===== config.mk =====
export PLATFORM = sky130hd
export DESIGN_NAME = ysyx_22050039_mexu_flat
export DESIGN_NICKNAME = d
export VERILOG_FILES = /design/src/rtl/ysyx_22050039_mexu_if.sv /design/src/rtl/ysyx_22050039_mexu.sv /design/src/flat_wrapper.sv
export SDC_FILE = /design/constraint.sdc
export NUM_CORES = 2
export LEC_CHECK = 0
export ABC_CLOCK_PERIOD_IN_PS = 8600
export CORE_MARGIN = 2
export CORE_UTILIZATION = 30
export CTS_CLUSTER_SIZE = 16
export DETAILED_ROUTE_END_ITERATION = 8
export PLACE_DENSITY = 0.58
export RECOVER_POWER = 50
export SETUP_SLACK_MARGIN = 0.05
export SLEW_MARGIN = 0
export SYNTH_ARGS = -nofsm -noshare
export SYNTH_HDL_FRONTEND = slang
export SYNTH_SLANG_ARGS = --single-unit

===== constraint.sdc =====
create_clock -name clk -period 8.6 [get_ports clk]
set_input_delay 1.29 -clock clk [delete_from_list [all_inputs] [get_ports clk]]
set_output_delay 1.29 -clock clk [all_outputs]
set_load 0.01 [all_outputs]

===== src/rtl/ysyx_22050039_mexu_if.sv =====
// Decode/writeback handshake bundle for the multi-cycle execute unit.
// master = producer/consumer side, slave = execute unit.
interface ysyx_22050039_mexu_if #(
  parameter int XLEN = 64
);
  logic            in_valid;
  logic            in_ready;
  logic [3:0]      op;
  logic            word;
  logic [XLEN-1:0] src1;
  logic [XLEN-1:0] src2;
  logic            out_valid;
  logic            out_ready;
  logic [XLEN-1:0] result;
  logic            illegal;

  modport master (
    output in_valid, op, word, src1, src2, out_ready,
    input  in_ready, out_valid, result, illegal
  );
  modport slave (
    input  in_valid, op, word, src1, src2, out_ready,
    output in_ready, out_valid, result, illegal
  );
endinterface


===== src/rtl/ysyx_22050039_mexu.sv =====
// Multi-cycle execute unit: single-cycle ALU, bit-serial shift-add multiplier, restoring divider.
// Define YSYX_22050039_DIV_EN to build the divider; otherwise ops 12-15 finish at once with result 0 and illegal set.
module ysyx_22050039_mexu #(
  parameter int XLEN = 64
) (
  input logic                clk,
  input logic                rst,
  ysyx_22050039_mexu_if.slave io
);
  localparam int SH = $clog2(XLEN);
  localparam int CW = $clog2(XLEN + 1);
  localparam logic [1:0] S_IDLE = 2'd0, S_MUL = 2'd1, S_DIV = 2'd2, S_DONE = 2'd3;
  localparam logic [3:0] OP_ADD = 4'd0, OP_SUB = 4'd1, OP_AND = 4'd2, OP_OR = 4'd3,
                         OP_XOR = 4'd4, OP_SLL = 4'd5, OP_SRL = 4'd6, OP_SRA = 4'd7,
                         OP_SLT = 4'd8, OP_SLTU = 4'd9, OP_MUL = 4'd10, OP_MULH = 4'd11,
                         OP_DIV = 4'd12, OP_DIVU = 4'd13;

  function automatic logic [XLEN-1:0] sext32(input logic [31:0] x);
    return XLEN'($signed(x));
  endfunction

  logic [1:0]        state_q, state_d;
  logic [XLEN-1:0]   res_q, res_d;
  logic              ill_q, ill_d;
  logic [CW-1:0]     cnt_q, cnt_d;
  logic [3:0]        op_q, op_d;
  logic              word_q, word_d, neg_q, neg_d;
  logic [2*XLEN-1:0] acc_q, acc_d, mc_q, mc_d;
  logic [XLEN-1:0]   mp_q, mp_d;

  // Operand conditioning: word truncation then sign/zero extension, then magnitudes
  logic            wmode, sgn_op, a_neg, b_neg;
  logic [XLEN-1:0] a_ext, b_ext, a_mag, b_mag;
  assign wmode  = io.word && !(io.op inside {OP_AND, OP_OR, OP_XOR, OP_SLT, OP_SLTU, OP_MULH});
  assign sgn_op = !(io.op inside {OP_DIVU, 4'd15});
  assign a_ext  = !wmode ? io.src1 : (sgn_op ? sext32(io.src1[31:0]) : XLEN'(io.src1[31:0]));
  assign b_ext  = !wmode ? io.src2 : (sgn_op ? sext32(io.src2[31:0]) : XLEN'(io.src2[31:0]));
  assign a_neg  = sgn_op && a_ext[XLEN-1];
  assign b_neg  = sgn_op && b_ext[XLEN-1];
  assign a_mag  = a_neg ? -a_ext : a_ext;
  assign b_mag  = b_neg ? -b_ext : b_ext;

  logic [XLEN-1:0] alu;
  logic [31:0]     alu32;
  always_comb begin
    alu   = '0;
    alu32 = '0;
    case (io.op)
      OP_ADD:  begin alu = io.src1 + io.src2; alu32 = io.src1[31:0] + io.src2[31:0]; end
      OP_SUB:  begin alu = io.src1 - io.src2; alu32 = io.src1[31:0] - io.src2[31:0]; end
      OP_AND:  alu = io.src1 & io.src2;
      OP_OR:   alu = io.src1 | io.src2;
      OP_XOR:  alu = io.src1 ^ io.src2;
      OP_SLL:  begin alu = io.src1 << io.src2[SH-1:0]; alu32 = io.src1[31:0] << io.src2[4:0]; end
      OP_SRL:  begin alu = io.src1 >> io.src2[SH-1:0]; alu32 = io.src1[31:0] >> io.src2[4:0]; end
      OP_SRA:  begin
        alu   = XLEN'($signed(io.src1) >>> io.src2[SH-1:0]);
        alu32 = 32'($signed(io.src1[31:0]) >>> io.src2[4:0]);
      end
      OP_SLT:  alu = XLEN'($signed(io.src1) < $signed(io.src2));
      OP_SLTU: alu = XLEN'(io.src1 < io.src2);
      default: ;
    endcase
    if (wmode) alu = sext32(alu32);
  end

  // The first iteration runs on the accept edge, so IDLE feeds fresh magnitudes into the step
  logic [2*XLEN-1:0] m_acc, m_mc, m_acc_n, prod;
  logic [XLEN-1:0]   m_mp, mul_res;
  always_comb begin
    if (state_q == S_IDLE) begin
      m_acc = '0;
      m_mc  = (2*XLEN)'(a_mag);
      m_mp  = b_mag;
    end else begin
      m_acc = acc_q;
      m_mc  = mc_q;
      m_mp  = mp_q;
    end
    m_acc_n = m_acc + (m_mp[0] ? m_mc : '0);
    prod    = neg_q ? -m_acc_n : m_acc_n;
    mul_res = (op_q == OP_MULH) ? prod[2*XLEN-1:XLEN] :
              (word_q ? sext32(prod[31:0]) : prod[XLEN-1:0]);
  end

`ifdef YSYX_22050039_DIV_EN
  logic            sa_q, sa_d, dz_q, dz_d;
  logic [XLEN-1:0] rem_q, rem_d, quo_q, quo_d, dsr_q, dsr_d;
  logic [XLEN-1:0] d_rem, d_quo, d_dsr, d_rem_n, d_quo_n, d_q, d_r, d_v, div_res;
  logic [XLEN:0]   d_tmp, d_diff;
  always_comb begin
    if (state_q == S_IDLE) begin
      d_rem = '0;
      d_quo = wmode ? (a_mag << (XLEN - 32)) : a_mag;
      d_dsr = b_mag;
    end else begin
      d_rem = rem_q;
      d_quo = quo_q;
      d_dsr = dsr_q;
    end
    d_tmp   = {d_rem, d_quo[XLEN-1]};
    d_diff  = d_tmp - {1'b0, d_dsr};
    d_rem_n = d_diff[XLEN] ? d_tmp[XLEN-1:0] : d_diff[XLEN-1:0];
    d_quo_n = {d_quo[XLEN-2:0], !d_diff[XLEN]};
    // A zero divisor already leaves the dividend in the remainder; only the quotient is forced
    d_q     = dz_q ? '1 : (neg_q ? -d_quo_n : d_quo_n);
    d_r     = sa_q ? -d_rem_n : d_rem_n;
    d_v     = (op_q inside {OP_DIV, OP_DIVU}) ? d_q : d_r;
    div_res = word_q ? sext32(d_v[31:0]) : d_v;
  end
`endif

  always_comb begin
    state_d = state_q;
    res_d   = res_q;
    ill_d   = ill_q;
    cnt_d   = cnt_q;
    op_d    = op_q;
    word_d  = word_q;
    neg_d   = neg_q;
    acc_d   = acc_q;
    mc_d    = mc_q;
    mp_d    = mp_q;
`ifdef YSYX_22050039_DIV_EN
    sa_d    = sa_q;
    dz_d    = dz_q;
    rem_d   = rem_q;
    quo_d   = quo_q;
    dsr_d   = dsr_q;
`endif
    case (state_q)
      S_IDLE: if (io.in_valid) begin
        op_d   = io.op;
        word_d = wmode;
        neg_d  = a_neg ^ b_neg;
        cnt_d  = wmode ? CW'(32) : CW'(XLEN);
        acc_d  = m_acc_n;
        mc_d   = m_mc << 1;
        mp_d   = m_mp >> 1;
`ifdef YSYX_22050039_DIV_EN
        sa_d   = a_neg;
        dz_d   = (b_mag == '0);
        rem_d  = d_rem_n;
        quo_d  = d_quo_n;
        dsr_d  = d_dsr;
`endif
        if (io.op inside {OP_MUL, OP_MULH}) state_d = S_MUL;
        else if (io.op >= OP_DIV) begin
`ifdef YSYX_22050039_DIV_EN
          state_d = S_DIV;
`else
          state_d = S_DONE;
          res_d   = '0;
          ill_d   = 1'b1;
`endif
        end else begin
          state_d = S_DONE;
          res_d   = alu;
        end
      end
      S_MUL: begin
        cnt_d = cnt_q - CW'(1);
        acc_d = m_acc_n;
        mc_d  = m_mc << 1;
        mp_d  = m_mp >> 1;
        if (cnt_q == CW'(2)) begin
          state_d = S_DONE;
          res_d   = mul_res;
        end
      end
      S_DIV: begin
`ifdef YSYX_22050039_DIV_EN
        cnt_d = cnt_q - CW'(1);
        rem_d = d_rem_n;
        quo_d = d_quo_n;
        if (cnt_q == CW'(2)) begin
          state_d = S_DONE;
          res_d   = div_res;
        end
`else
        state_d = S_IDLE;
`endif
      end
      S_DONE: if (io.out_ready) begin
        state_d = S_IDLE;
        ill_d   = 1'b0;
      end
    endcase
  end

  always_ff @(posedge clk) begin
    if (!rst) begin
      state_q <= S_IDLE;
      res_q   <= '0;
      ill_q   <= 1'b0;
      cnt_q   <= '0;
      op_q    <= '0;
      word_q  <= 1'b0;
      neg_q   <= 1'b0;
      acc_q   <= '0;
      mc_q    <= '0;
      mp_q    <= '0;
`ifdef YSYX_22050039_DIV_EN
      sa_q    <= 1'b0;
      dz_q    <= 1'b0;
      rem_q   <= '0;
      quo_q   <= '0;
      dsr_q   <= '0;
`endif
    end else begin
      state_q <= state_d;
      res_q   <= res_d;
      ill_q   <= ill_d;
      cnt_q   <= cnt_d;
      op_q    <= op_d;
      word_q  <= word_d;
      neg_q   <= neg_d;
      acc_q   <= acc_d;
      mc_q    <= mc_d;
      mp_q    <= mp_d;
`ifdef YSYX_22050039_DIV_EN
      sa_q    <= sa_d;
      dz_q    <= dz_d;
      rem_q   <= rem_d;
      quo_q   <= quo_d;
      dsr_q   <= dsr_d;
`endif
    end
  end

  assign io.in_ready  = (state_q == S_IDLE);
  assign io.out_valid = (state_q == S_DONE);
  assign io.result    = res_q;
  assign io.illegal   = ill_q;
endmodule


===== src/flat_wrapper.sv =====
// flat-port wrapper written by rule: the top's interface ports become plain ports
module ysyx_22050039_mexu_flat 
#(
  parameter int XLEN = 64
)
  (clk, rst, io_in_valid, io_op, io_word, io_src1, io_src2, io_out_ready, io_in_ready, io_out_valid, io_result, io_illegal);
  ysyx_22050039_mexu_if #(.XLEN(XLEN)) io_i ();
  input logic clk;
  input logic rst;
  input wire logic [$bits(io_i.in_valid)-1:0] io_in_valid;
  input wire logic [$bits(io_i.op)-1:0] io_op;
  input wire logic [$bits(io_i.word)-1:0] io_word;
  input wire logic [$bits(io_i.src1)-1:0] io_src1;
  input wire logic [$bits(io_i.src2)-1:0] io_src2;
  input wire logic [$bits(io_i.out_ready)-1:0] io_out_ready;
  output wire logic [$bits(io_i.in_ready)-1:0] io_in_ready;
  output wire logic [$bits(io_i.out_valid)-1:0] io_out_valid;
  output wire logic [$bits(io_i.result)-1:0] io_result;
  output wire logic [$bits(io_i.illegal)-1:0] io_illegal;
  assign io_i.in_valid = io_in_valid;
  assign io_i.op = io_op;
  assign io_i.word = io_word;
  assign io_i.src1 = io_src1;
  assign io_i.src2 = io_src2;
  assign io_i.out_ready = io_out_ready;
  assign io_in_ready = io_i.in_ready;
  assign io_out_valid = io_i.out_valid;
  assign io_result = io_i.result;
  assign io_illegal = io_i.illegal;
  ysyx_22050039_mexu #(.XLEN(XLEN)) u_core (.clk(clk), .rst(rst), .io(io_i));
endmodule

Word-level counts from Yosys, hierarchy flattened
Cells that the tools add are included.
{ "word_totals": {"ff_bits": 400} }
{ "classes": {"mux": 40, "n_eq_ne": 23, "n_lt_le_gt_ge": 3, "add_sub_neg": 9, "shifts": 6, "reduce_logical": 17, "bitwise": 4} }
{ "ops": {"columns": ["operator", "count"], "rows": [
  ["two-way mux 64 bit", 15],
  ["two-way mux 128 bit", 6],
  ["case mux 64 bit (10 select lines)", 1],
  ["case mux 128 bit (2 select lines)", 2],
  ["case mux 64 bit (2 select lines)", 2],
  ["case mux 32 bit (5 select lines)", 1],
  ["adder 128 bit", 1],
  ["< comparator 64 bit", 2],
  ["negation 128 bit", 1],
  ["negation 64 bit", 2],
  ["adder 64 bit", 1],
  ["bitwise AND 64 bit", 1],
  ["OR 64 bit", 1],
  ["<< shifter 64 x 6 -> 64 bit", 1],
  ["right shift 64 x 6 -> 64 bit", 1],
  [">>> shifter 64 x 6 -> 64 bit", 1],
  ["subtractor 64 bit", 1],
  ["bitwise XOR 64 bit", 1],
  ["adder 32 bit", 1],
  ["<< shifter 32 x 5 -> 32 bit", 1],
  ["right shift 32 x 5 -> 32 bit", 1],
  [">>> shifter 32 x 5 -> 32 bit", 1],
  ["subtractor 32 bit", 1],
  ["equality test 4 bit (second input constant)", 7],
  ["27 further kinds", 49]
]} }

Longest topological paths before layout
{ "logic_depth": {"ltp_word": 16, "depth_mapped": 34, "mapped_depth_nobuf": 29} }

Worst setup path before layout
Ideal clock, no wire load.
{ "synth_timing": {"path_kind": "input port to flip-flop", "start": "in io_src2[0]", "end": "reg u_core.res_q[21] (netlist: u_core.io.result[21])", "path_buffers": 8, "arrival_time_ns": 9.112, "path_slack_ns": -0.646, "path_stages": 25, "required_time_ns": 8.466, "setup_time_ns": 0.134, "cell_sequence": "clkbuf_1 -> buf_1 -> clkbuf_1 -> clkbuf_1 -> buf_1 -> buf_1 -> mux2i_1 -> clkbuf_1 -> a211oi_1 -> ha_1 -> a211oi_4 -> or4_4 -> a211o_1 -> a311oi_1 -> nor3_1 -> xnor2_1 -> or4_4 -> or4b_4 -> or4_1 -> buf_2 -> or4b_2 -> nor3_1 -> mux2_2 -> o21ai_0 -> a31oi_1"} }
{ "synth_between": {"elab_chain_cells": 13, "elab_cells_between_ends": 29, "cone_classes": "7 x add/sub; 6 x shift; 16 x mux"} }
{ "synth_lines": {"columns": ["element", "line_no", "rtl"], "rows": [
  ["from (decl)", "flat_wrapper.sv:14", "input wire logic [$bits(io_i.src2)-1:0] io_src2;"],
  ["two-way mux 64 bit (2 in a row)", "ysyx_22050039_mexu.sv:37", "assign b_ext = !wmode ? io.src2 : (sgn_op ? sext32(io.src2[31:0]) : XLEN'(io.src2[31:0]));"],
  ["negation 64 bit", "ysyx_22050039_mexu.sv:41", "assign b_mag = b_neg ? -b_ext : b_ext;"],
  ["two-way mux 64 bit", "ysyx_22050039_mexu.sv:41", null],
  ["two-way mux 64 bit", "ysyx_22050039_mexu.sv:71", "if (state_q == S_IDLE) begin"],
  ["two-way mux 128 bit", "ysyx_22050039_mexu.sv:80", "m_acc_n = m_acc + (m_mp[0] ? m_mc : '0);"],
  ["adder 128 bit", "ysyx_22050039_mexu.sv:80", null],
  ["negation 128 bit", "ysyx_22050039_mexu.sv:81", "prod = neg_q ? -m_acc_n : m_acc_n;"],
  ["two-way mux 128 bit", "ysyx_22050039_mexu.sv:81", null],
  ["two-way mux 64 bit", "ysyx_22050039_mexu.sv:83", "(word_q ? sext32(prod[31:0]) : prod[XLEN-1:0]);"],
  ["two-way mux 64 bit", "ysyx_22050039_mexu.sv:82", "mul_res = (op_q == OP_MULH) ? prod[2*XLEN-1:XLEN] :"],
  ["two-way mux 64 bit", "ysyx_22050039_mexu.sv:166", "if (cnt_q == CW'(2)) begin"],
  ["case mux 64 bit (2 select lines) (*)", "ysyx_22050039_mexu.sv:131", "case (state_q)"],
  ["to (signal assigned)", "ysyx_22050039_mexu.sv:212", "res_q <= res_d;"],
  ["to (decl)", "ysyx_22050039_mexu.sv:23", "logic [XLEN-1:0] res_q, res_d;"]
]} }
Mark *: on every way between the ends. The rest lies on a longest branch, timed or not. The select of a mux whose other input is x is not followed.
A chain may end at the register's enable or synchronous reset.

Worst setup path in the final report
{ "layout_timing": {"start": "in io_src1[11]", "end": "reg u_core.res_q[63] (netlist: u_core.io.result[63])"} }
{ "layout_between": {"elab_chain_cells": 13, "elab_cells_between_ends": 29, "cone_classes": "7 x add/sub; 6 x shift; 16 x mux"} }
{ "layout_lines": {"columns": ["element", "line_no", "rtl"], "rows": [
  ["from (decl)", "flat_wrapper.sv:13", "input wire logic [$bits(io_i.src1)-1:0] io_src1;"],
  ["two-way mux 64 bit (2 in a row)", "ysyx_22050039_mexu.sv:36", "assign a_ext = !wmode ? io.src1 : (sgn_op ? sext32(io.src1[31:0]) : XLEN'(io.src1[31:0]));"],
  ["negation 64 bit", "ysyx_22050039_mexu.sv:40", "assign a_mag = a_neg ? -a_ext : a_ext;"],
  ["two-way mux 64 bit", "ysyx_22050039_mexu.sv:40", null],
  ["two-way mux 128 bit", "ysyx_22050039_mexu.sv:71", null],
  ["two-way mux 128 bit", "ysyx_22050039_mexu.sv:80", null],
  ["adder 128 bit", "ysyx_22050039_mexu.sv:80", null],
  ["negation 128 bit", "ysyx_22050039_mexu.sv:81", null],
  ["two-way mux 128 bit", "ysyx_22050039_mexu.sv:81", null],
  ["two-way mux 64 bit", "ysyx_22050039_mexu.sv:83", null],
  ["two-way mux 64 bit", "ysyx_22050039_mexu.sv:82", null],
  ["two-way mux 64 bit", "ysyx_22050039_mexu.sv:166", null],
  ["case mux 64 bit (2 select lines) (*)", "ysyx_22050039_mexu.sv:131", null]
]} }
Marks and branches as above.

==> results.cfg <==
[outcome]
status = finished, violations left
violations = capacitance limit, slew limit

[run]
drv_cap = 8

[timing]
layout_worst_path_cycle_share = 0.987
whs_ps = 447
hold_viol = 0
rsz0062_at_grt = no
clock.fmax_ghz = 0.118
worst_pin_slew_ps = 6630
max_slew_margin = -3.42
skew_ps = 70.9
maxSlewViolCount = 399
setup_viol_count_final = 0
post-route-min-period_ps = 8490

[clock_network]
clk_path_buf_depth = 3
cts_tree = done
cts_buffers = 58
clk-insertion-delay-late_ps = 790
cts.htree.levels = 2
path_clk_slew_ps = 60
cts_root_buf = clkbuf_16
cts_hold_buf = 0
clock_sinks = 398

[place]
dpl_cell_area_sq_um = 73200
gp_congestion = 1.09
dpl.cell_count = 12200
hpwl_microns = 360000
portBuffers = 203

[yosys]
synth_fp_nets = 9108
ys_types = 116
syn_inst = 8612
avgSynthCellArea_sq_um = 6.75
synthFlopType = dfxtp_1
async_reset_ff_frac = 0
synth_area_leader_cell = dfxtp_1
yosysSeqAreaShare = 0.137
synth_area_leaders = dfxtp_1 14%, a21oi_1 8.5%, nor2_1 7.7%
ys_warn_count = 0
ys_ff_latch = 398
yosys.area.top_type_share = 0.137
synth_most_common_cell = nor2_1
netlist_area_sq_um = 58100
synth_edf_count = 0
synth_common_cells = 1190 x nor2_1, 991 x a21oi_1, 830 x nand2_1, 664 x o21ai_0, 579 x clkbuf_1

[critical_path]
r2r_slack_ps = 530
reg2reg_depth = 29
cp-end-kind = flop
worstReg2RegEnd = u_core.io.result[58]
cp_slowest_cell = or4_4
slowest_delay_ps = 600
reg2reg_from = u_core.state_q[1]
crit_type = in2reg
crit_fanout = 6
startpoint_type = input port
cp_common_cell = buf_4
crit_required_ps = 9240
worst_ep_arrival_time_ps = 9130

[worst_hold_path]
min_path_type = reg2reg
hold_path.startpoint = u_core.acc_q[105]
holdPathEnd = u_core.acc_q[105]
min_path_cells = 2

[floorplanning]
die_x_microns = 444
core-area_sq_um = 193000
ios = 204
start_util = 0.302
dieArea_sq_um = 197000
die_h_microns = 444
row_count = 161

[final_layout]
fin_nets = 10300
fin_area_sq_um = 77100
layout-drive-gt1-share = 0.230
fin_cells = 12400
area_growth_pct = 32.6

[drt]
drc_errors = 0
met2_length_microns = 173000
routed_wl_microns = 445000
antenna_left = 0
wl_per_cell_microns = 35.9
via_per_inst = 6.40
routed.top_layer = met5
vias = 79300
first_iter_violations = 11300
wl_met3_microns = 54400
drt_pass1_iterations = 6
wl_met1_microns = 192000

[global_route]
grt_use_total = 0.429
grt_overflow = 0
grt_max_degree = 155
grt_pass1_vias = 71800
antenna_found_initial = 39
grt_pass1_wl_microns = 600000

[power_and_ir_drop]
p_per_area_nw_per_um2 = 136
fin_total_pwr_mw = 10.5
ir_drop_mv = 0.180
leakage_nw = 31.7
-- final cells by class --
| class | count | area [sq um] |
|---|---|---|
| Tap cell | 2526 | 3160 |
| Multi-Input combinational cell | 7270 | 48200 |
| Sequential cell | 398 | 7970 |
| Inverter | 260 | 986 |
| Timing Repair Buffer | 1808 | 14600 |
| Antenna cell | 14 | 35.0 |
| Clock buffer | 81 | 1670 |
| Fill cell | 20600 | 116000 |
| Clock inverter | 27 | 418 |
-- where the power goes --
group          switching [mW]  internal (mW)  total, mW
Sequential              0.175           2.02       2.19
Clock                    1.17           1.59       2.77
Combinational            3.61           1.94       5.55
Total                    4.96           5.55       10.5
-- state kept, by name, indices dropped and copies added, names as in the netlist --
register,cells
u_core.mc_q,127
u_core.neg_q,1
u_core.state_q,2
u_core.cnt_q,7
u_core.acc_q,128
u_core.op_q,4
u_core.word_q,1
u_core.io.result,64
u_core.mp_q,63
u_core.io.illegal,1
-- stage by stage --
stage	TNS, ps	setup slack [ps]	util
after CTS	0	43.6	0.394
after detailed placement	-77550	-1580	0.380
after floorplan	0	56.7	-
final	0	109	0.400
after global routing	0	38.2	0.400
after global placement	-90250	-1760	0.380
-- what timing repair did --
action / 4_1_cts / 5_1_grt
pin swaps: 21 / 62
gates resized for setup: 116 / 235
cloned: 0 / 3
setup endpoints to repair: 65 / 66
buffers inserted: 10 / 22
-- worst max-delay path, delay by kind of cell --
kind            cells  cell delay (ps)
buf+inv             6             1260
simple gates       16             4740
xor+xnor            1               80
compound gates      8             1410
fa+ha+maj           1              310
-- cell families after synthesis --
family | share of synthesized area
and+or+nand+nor | 0.263
adders and majority gates | 0.0778
muxes | 0.0763
AOI/OAI and AO/OA | 0.335
xor gates and xnor gates | 0.0488
buffers and inverters | 0.0620
DFF | 0.137
-- cells in the final DEF, fill, tap and decap left out, drive strengths merged, types with 46 or more instances in the layout --
cell           count
nor3             230
ha               355
a31oi             93
inv              254
xnor2            239
and2             176
a22oi             99
nand2            832
mux2i            129
nor4              92
nor2            1190
nand4            134
o211ai            94
dlygate4sd3       67
and3             105
a21o              94
nand2b            49
nand3            152
or3               82
a21oi            997
clkdlybuf4s50    117
o31ai             95
o21a              59
dfxtp            398
o21bai            59
a211oi           150
buf             1600
a221oi            83
clkbuf            94
nor2b             46
xor2              84
o21ai            686
mux4             127
-- worst max path at each step --
stage,startpoint,endpoint,slack [ps],cells past startpoint
final,io_src1[11],u_core.io.result[63],110,32
after floorplan,io_op[3],u_core.io.result[51],60,29
after global routing,io_src1[23],u_core.io.result[43],40,36
after detailed placement,io_src1[6],u_core.io.result[50],-1580,36
after CTS,io_src1[5],u_core.io.result[50],40,33
after global placement,io_src1[6],u_core.io.result[45],-1760,37
-- metal layers --
metal | track usage | up-vias
li1 | - | 34300
met1 | 0.599 | 39300
met2 | 0.593 | 4900
met3 | 0.137 | 803
met4 | 0.190 | 32
met5 | 0.00806 | -
Power figures use the tool's default switching activity.
